### src/rtl/video_pkg.sv
`default_nettype none
// +----------------------------------------------------------------------+
// | video_pkg                                                            |
// | Raster types and default timing shared by capture and output paths.  |
// | Revision: 1.0                                                        |
// +----------------------------------------------------------------------+
package video_pkg;

    typedef logic [7:0] pixel_t;

    typedef enum logic [0:0] {
        IDLE = 1'b0,
        RUN  = 1'b1
    } vout_state_t;

    localparam int unsigned c_H_PIXELS = 640;
    localparam int unsigned c_H_BLANK  = 160;
    localparam int unsigned c_V_LINES  = 480;
    localparam int unsigned c_V_BLANK  = 40;

    // A counter over a single value still needs one bit to exist.
    function automatic int unsigned cnt_width(input int unsigned total);
        return (total > 1) ? $clog2(total) : 1;
    endfunction

endpackage
`default_nettype wire

### src/rtl/video_timing_cnt.sv
`default_nettype none
// +----------------------------------------------------------------------+
// | video_timing_cnt                                                     |
// | Horizontal/vertical wrap counters for a raster of H_TOTAL x V_TOTAL. |
// | Revision: 1.0                                                        |
// +----------------------------------------------------------------------+
module video_timing_cnt import video_pkg::*; #(
    parameter int unsigned H_TOTAL = c_H_PIXELS + c_H_BLANK,
    parameter int unsigned V_TOTAL = c_V_LINES + c_V_BLANK,
    parameter int unsigned H_W     = cnt_width(H_TOTAL),
    parameter int unsigned V_W     = cnt_width(V_TOTAL)
) (
    input  logic           clk,
    input  logic           rst,
    input  logic           clr,
    input  logic           en,
    output logic [H_W-1:0] h_cnt,
    output logic [V_W-1:0] v_cnt,
    output logic           last_pix,
    output logic           last_frame
);

    localparam logic [H_W-1:0] c_H_MAX = H_W'(H_TOTAL - 1);
    localparam logic [V_W-1:0] c_V_MAX = V_W'(V_TOTAL - 1);

    logic [H_W-1:0] r_h_cnt;
    logic [V_W-1:0] r_v_cnt;

    // last_frame marks the final line; the final cycle is last_pix && last_frame.
    assign last_pix   = (r_h_cnt == c_H_MAX);
    assign last_frame = (r_v_cnt == c_V_MAX);
    assign h_cnt      = r_h_cnt;
    assign v_cnt      = r_v_cnt;

    always_ff @(posedge clk) begin
        if (rst || clr) begin
            r_h_cnt <= '0;
            r_v_cnt <= '0;
        end else if (en) begin
            if (last_pix) begin
                r_h_cnt <= '0;
                r_v_cnt <= last_frame ? '0 : r_v_cnt + 1'b1;
            end else begin
                r_h_cnt <= r_h_cnt + 1'b1;
            end
        end
    end

endmodule
`default_nettype wire

### src/rtl/video_out.sv
`default_nettype none
// +----------------------------------------------------------------------+
// | video_out                                                            |
// | Pops pixels from a FWFT FIFO and emits frame/line-valid raster video.|
// | Revision: 1.0                                                        |
// +----------------------------------------------------------------------+
module video_out import video_pkg::*; #(
    parameter int unsigned H_PIXELS = c_H_PIXELS,
    parameter int unsigned H_BLANK  = c_H_BLANK,
    parameter int unsigned V_LINES  = c_V_LINES,
    parameter int unsigned V_BLANK  = c_V_BLANK
) (
    input  logic       clk,
    input  logic       RST,
    input  logic       enable,
    input  logic [7:0] fifo_data,
    input  logic       fifo_empty,
    output logic       r_e,
    output logic       frame_valid,
    output logic       line_valid,
    output logic [7:0] pixel_out,
    output logic       underflow
);

    localparam int unsigned c_H_TOTAL = H_PIXELS + H_BLANK;
    localparam int unsigned c_V_TOTAL = V_LINES + V_BLANK;
    localparam int unsigned c_H_W     = cnt_width(c_H_TOTAL);
    localparam int unsigned c_V_W     = cnt_width(c_V_TOTAL);

    localparam logic [0:0] c_ST_IDLE = IDLE;
    localparam logic [0:0] c_ST_RUN  = RUN;

    logic [0:0]       r_state;
    logic [c_H_W-1:0] w_h_cnt;
    logic [c_V_W-1:0] w_v_cnt;
    logic             w_last_pix;
    logic             w_last_line;
    logic             w_run;
    logic             w_fv;
    logic             w_act;
    pixel_t           w_pix_next;

    assign w_run = (r_state == c_ST_RUN);

    video_timing_cnt #(
        .H_TOTAL (c_H_TOTAL),
        .V_TOTAL (c_V_TOTAL),
        .H_W     (c_H_W),
        .V_W     (c_V_W)
    ) u_timing (
        .clk        (clk),
        .rst        (RST),
        .clr        (!w_run),
        .en         (w_run),
        .h_cnt      (w_h_cnt),
        .v_cnt      (w_v_cnt),
        .last_pix   (w_last_pix),
        .last_frame (w_last_line)
    );

    // Compare at 32 bits so an unblanked axis cannot truncate its limit.
    assign w_fv       = w_run && (32'(w_v_cnt) < V_LINES);
    assign w_act      = w_fv && (32'(w_h_cnt) < H_PIXELS);
    assign r_e        = !RST && w_act && !fifo_empty;
    assign w_pix_next = (w_act && !fifo_empty) ? fifo_data : 8'h00;

    // Frames only end at their final cycle, so enable is looked at only there.
    always_ff @(posedge clk) begin
        if (RST) begin
            r_state <= c_ST_IDLE;
        end else begin
            case (r_state)
                c_ST_IDLE: if (enable && !fifo_empty) r_state <= c_ST_RUN;
                c_ST_RUN:  if (w_last_pix && w_last_line && !enable) r_state <= c_ST_IDLE;
                default:   r_state <= c_ST_IDLE;
            endcase
        end
    end

    always_ff @(posedge clk) begin
        if (RST) begin
            frame_valid <= 1'b0;
            line_valid  <= 1'b0;
            pixel_out   <= 8'h00;
            underflow   <= 1'b0;
        end else begin
            frame_valid <= w_fv;
            line_valid  <= w_act;
            pixel_out   <= w_pix_next;
            if (w_act && fifo_empty) underflow <= 1'b1;
        end
    end

endmodule
`default_nettype wire

### config.mk
export PLATFORM = sky130hd
export DESIGN_NAME = video_out
export DESIGN_NICKNAME = d
export VERILOG_FILES = /design/src/rtl/video_pkg.sv /design/src/rtl/video_timing_cnt.sv /design/src/rtl/video_out.sv
export SDC_FILE = /design/constraint.sdc
export NUM_CORES = 1
export LEC_CHECK = 0
export CAP_MARGIN = 25
export CORE_MARGIN = 5
export CORE_UTILIZATION = 40
export CTS_CLUSTER_SIZE = 24
export DETAILED_ROUTE_END_ITERATION = 10
export HOLD_SLACK_MARGIN = 0.06
export SYNTH_ARGS = -nofsm -noshare
export SYNTH_HDL_FRONTEND = slang
export SYNTH_SLANG_ARGS = --single-unit
### constraint.sdc
create_clock -name clk -period 2.33 [get_ports clk]
set_clock_uncertainty 0.15 [all_clocks]
set_input_delay 0.3495 -clock clk [delete_from_list [all_inputs] [get_ports clk]]
set_output_delay 0.3495 -clock clk [all_outputs]
set_load 0.1 [all_outputs]
==> impl_metrics.ini, run 1 <==
[routing]
route.detailed.wl_per_inst_microns = 13.3
vias_per_cell = 5.13
ant_nets = 0
num_vias = 1138
dr.pass1.iters = 4
drt_iter0_markers = 91
wirelength_microns = 2960
drc = 0

[floorplan]
die-area_sq_mm = 0.00478
initial_core_util_pct = 41.6
ios = 24
fp.dieW_microns = 69.1
rows = 21
core_sq_mm = 0.00336
die_h_microns = 69.1

[worst_setup_path]
worstRegToRegCells = 5
rr_startpoint = u_timing.h_cnt[0]$_SDFFE_PP0P_
arrival_ps = 1670
critPathRequiredTime_ps = 1830
reg2reg_slack_ps = 290
cp-startpoint = RST
crit_path_start_kind = primary input
r2r-end = u_timing.h_cnt[9]$_SDFFE_PP0P_
end_kind = output pin
path_class = primary input to output pin
critPathCapture = r_e
cp_max_fo = 4

[final_layout]
layout.cells.non_filler = 222
areaGrowthSynthToFinish_pct = 22.8
fill_cells = 356
fin_nets = 189
diodes = 0
drive_gt1_share_pct = 17.6

[logic_synthesis]
synth_edf_count = 0
syn_area_sq_mm = 0.00140
yosys_warnings = 0
yosysUniqueCellTypes = 39
synth_top_area_share_pct = 45.8
async_reset_ff_share_pct = 0
netlist_top_cells_area = dfxtp_1, and2_1, xor2_1
synth_top_area_cell = dfxtp_1
synthCells = 147
ys_ff_latch = 32
synth_ff_type = dfxtp_1
ys_seq_area_share_pct = 45.8
avgSynthCellArea_sq_um = 9.51
synth_nets = 161

[outcome]
status = completed

[timing]
slew_violations = 0
fmaxAchievable_ghz = 0.460
tns_ps = 0
relSlewSlack_pct = 62.8
rsz0062_at_grt = no
fin_crit_sh_pct = 93.3
max_slew.worst_pin.slew_ps = 556
setup_violations = 0
period_minus_slack_ps = 2170
hold_violations = 0

[placement]
hpwlAfterDp_microns = 2210
place_inst = 214
routabilityCongestion = 0.821
numPortBuffers = 23

[cts]
cts_made_buffers = 5
clockBufferDepth = 2
hold_buffers = 0
cts_resized = 0
htreeDepth = 2
clk_pin_slew_worst_paths_ps = 90
cts_tree = yes
clock_sinks = 32
post_cts.repair.setup_buffers = 0
ctsRootBufferMaster = clkbuf_4
clk_latency_ps = 330

[power_and_ir_drop]
power_density_mw_per_mm2 = 618
max-vdd-ir-drop_mv = 0.418
p_leak_nw = 0.650

[global_route]
overflow = 0
antenna_found_initial = 0
grt_pass1_vias = 1133
grt_usage_pct = 12.9
grt_max_degree = 16
grt_first_pass_wirelength_microns = 4950

[job]
drv_cap = 0

[min_path]
min_path_type = register to register
-- cells in the final DEF (no fill, tap or decap), drive strengths merged, types with 2 or more instances in the layout --
master / n
o21ai: 4
and4: 3
inv: 6
nor4: 2
nand3: 9
and2: 11
a31oi: 6
nor3: 2
xor2: 7
nand2: 7
and3: 5
a21oi: 6
a41oi: 2
clkbuf: 6
mux2i: 2
or3: 2
xnor2: 2
ha: 2
nand4: 5
nor3b: 2
nor2: 14
buf: 15
nand2b: 4
clkdlybuf4s50: 11
dfxtp: 32
-- kinds of logic (layout without fill, tap and decap cells) --
logic type,after synthesis,in the layout,synth area share [%]
muxes,2,2,1.43
buffers and inverters,11,40,5.37
adders and majority gates,2,2,1.79
and+or+nand+nor,72,72,30.4
AOI/OAI and AO/OA,19,19,9.49
DFF,32,32,45.8
xor gates and xnor gates,9,9,5.64
-- registers in the layout, indices dropped and copies added, names as in the netlist --
name,cells
u_timing.h_cnt,10
u_timing.v_cnt,10
pixel_out,8
frame_valid,1
line_valid,1
r_state,1
underflow,1
-- through the flow --
stage                     hold WS, ps  area, sq um  setup slack (ps)  total power [mW]  util, %
after floorplan                   261         1400               174             0.631        -
after global placement            278         1640               170             0.666     48.8
after detailed placement          283         1640               164             0.668     48.8
after CTS                         302         1720               147              1.08     51.0
after global routing              349         1720              49.5              1.11     51.0
final                             306         1720               157              1.06     51.0
-- worst max-delay path, stage by stage --
cell and delay (ps):
clkdlybuf4s50_1 460, and2b_2 290, nand4b_1 170, nor2_2 200, buf_12 200
-- report_power, final --
group | switching [mW] | internal, mW | leakage, nW
clock network | 0.181 | 0.225 | 0.0422
registers | 0.00469 | 0.553 | 0.259
logic | 0.0618 | 0.0348 | 0.349
total | 0.248 | 0.813 | 0.650
-- area by class of cell --
class	instances	area, sq um	area share [%]
Tap cell	46	57.6	3.35
Multi-Input combinational cell	104	684	39.9
Timing Repair Buffer	26	235	13.7
Inverter	6	22.5	1.31
Sequential cell	32	641	37.3
Clock inverter	2	35.0	2.04
Clock buffer	6	41.3	2.41
-- layer usage --
metal  track usage, %  vias up  routed length, microns
met1             14.9      544                    1300
met2             21.5       13                    1490
met4             6.72        0                      62
met5                0        -                       0
met3             3.78        6                     110
li1                 -      575                       -
-- worst min path at each step --
stage | from | slack [ps] | depth (start not counted) | endpoint
2_1_floorplan | u_timing.h_cnt[0]$_SDFFE_PP0P_ | 260 | 1 | u_timing.h_cnt[0]$_SDFFE_PP0P_
3_3_place_gp | u_timing.h_cnt[0]$_SDFFE_PP0P_ | 280 | 1 | u_timing.h_cnt[0]$_SDFFE_PP0P_
3_5_place_dp | u_timing.h_cnt[0]$_SDFFE_PP0P_ | 280 | 1 | u_timing.h_cnt[0]$_SDFFE_PP0P_
4_1_cts | u_timing.h_cnt[0]$_SDFFE_PP0P_ | 300 | 1 | u_timing.h_cnt[0]$_SDFFE_PP0P_
5_1_grt | underflow$_SDFFE_PP0P_ | 350 | 2 | underflow$_SDFFE_PP0P_
6_report | u_timing.h_cnt[0]$_SDFFE_PP0P_ | 310 | 1 | u_timing.h_cnt[0]$_SDFFE_PP0P_
-- Yosys cell counts, types with 3 or more instances --
| library cell | count |
|---|---|
| dfxtp_1 | 32 |
| nor2_1 | 14 |
| nand4_1 | 5 |
| and3_1 | 5 |
| nand2_1 | 7 |
| a21oi_1 | 4 |
| xor2_1 | 7 |
| a31oi_1 | 5 |
| nand3_1 | 9 |
| inv_1 | 6 |
| and2_1 | 11 |
| nand2b_1 | 3 |
No activity file was read; power rests on OpenSTA's default activity.
==> inputs of run 2 (changes only) <==
Settings changed: SETUP_SLACK_MARGIN set to 0.02.
==> results of run 2 <==
No change in the layout: final DEF, timing and power equal those of run 1.
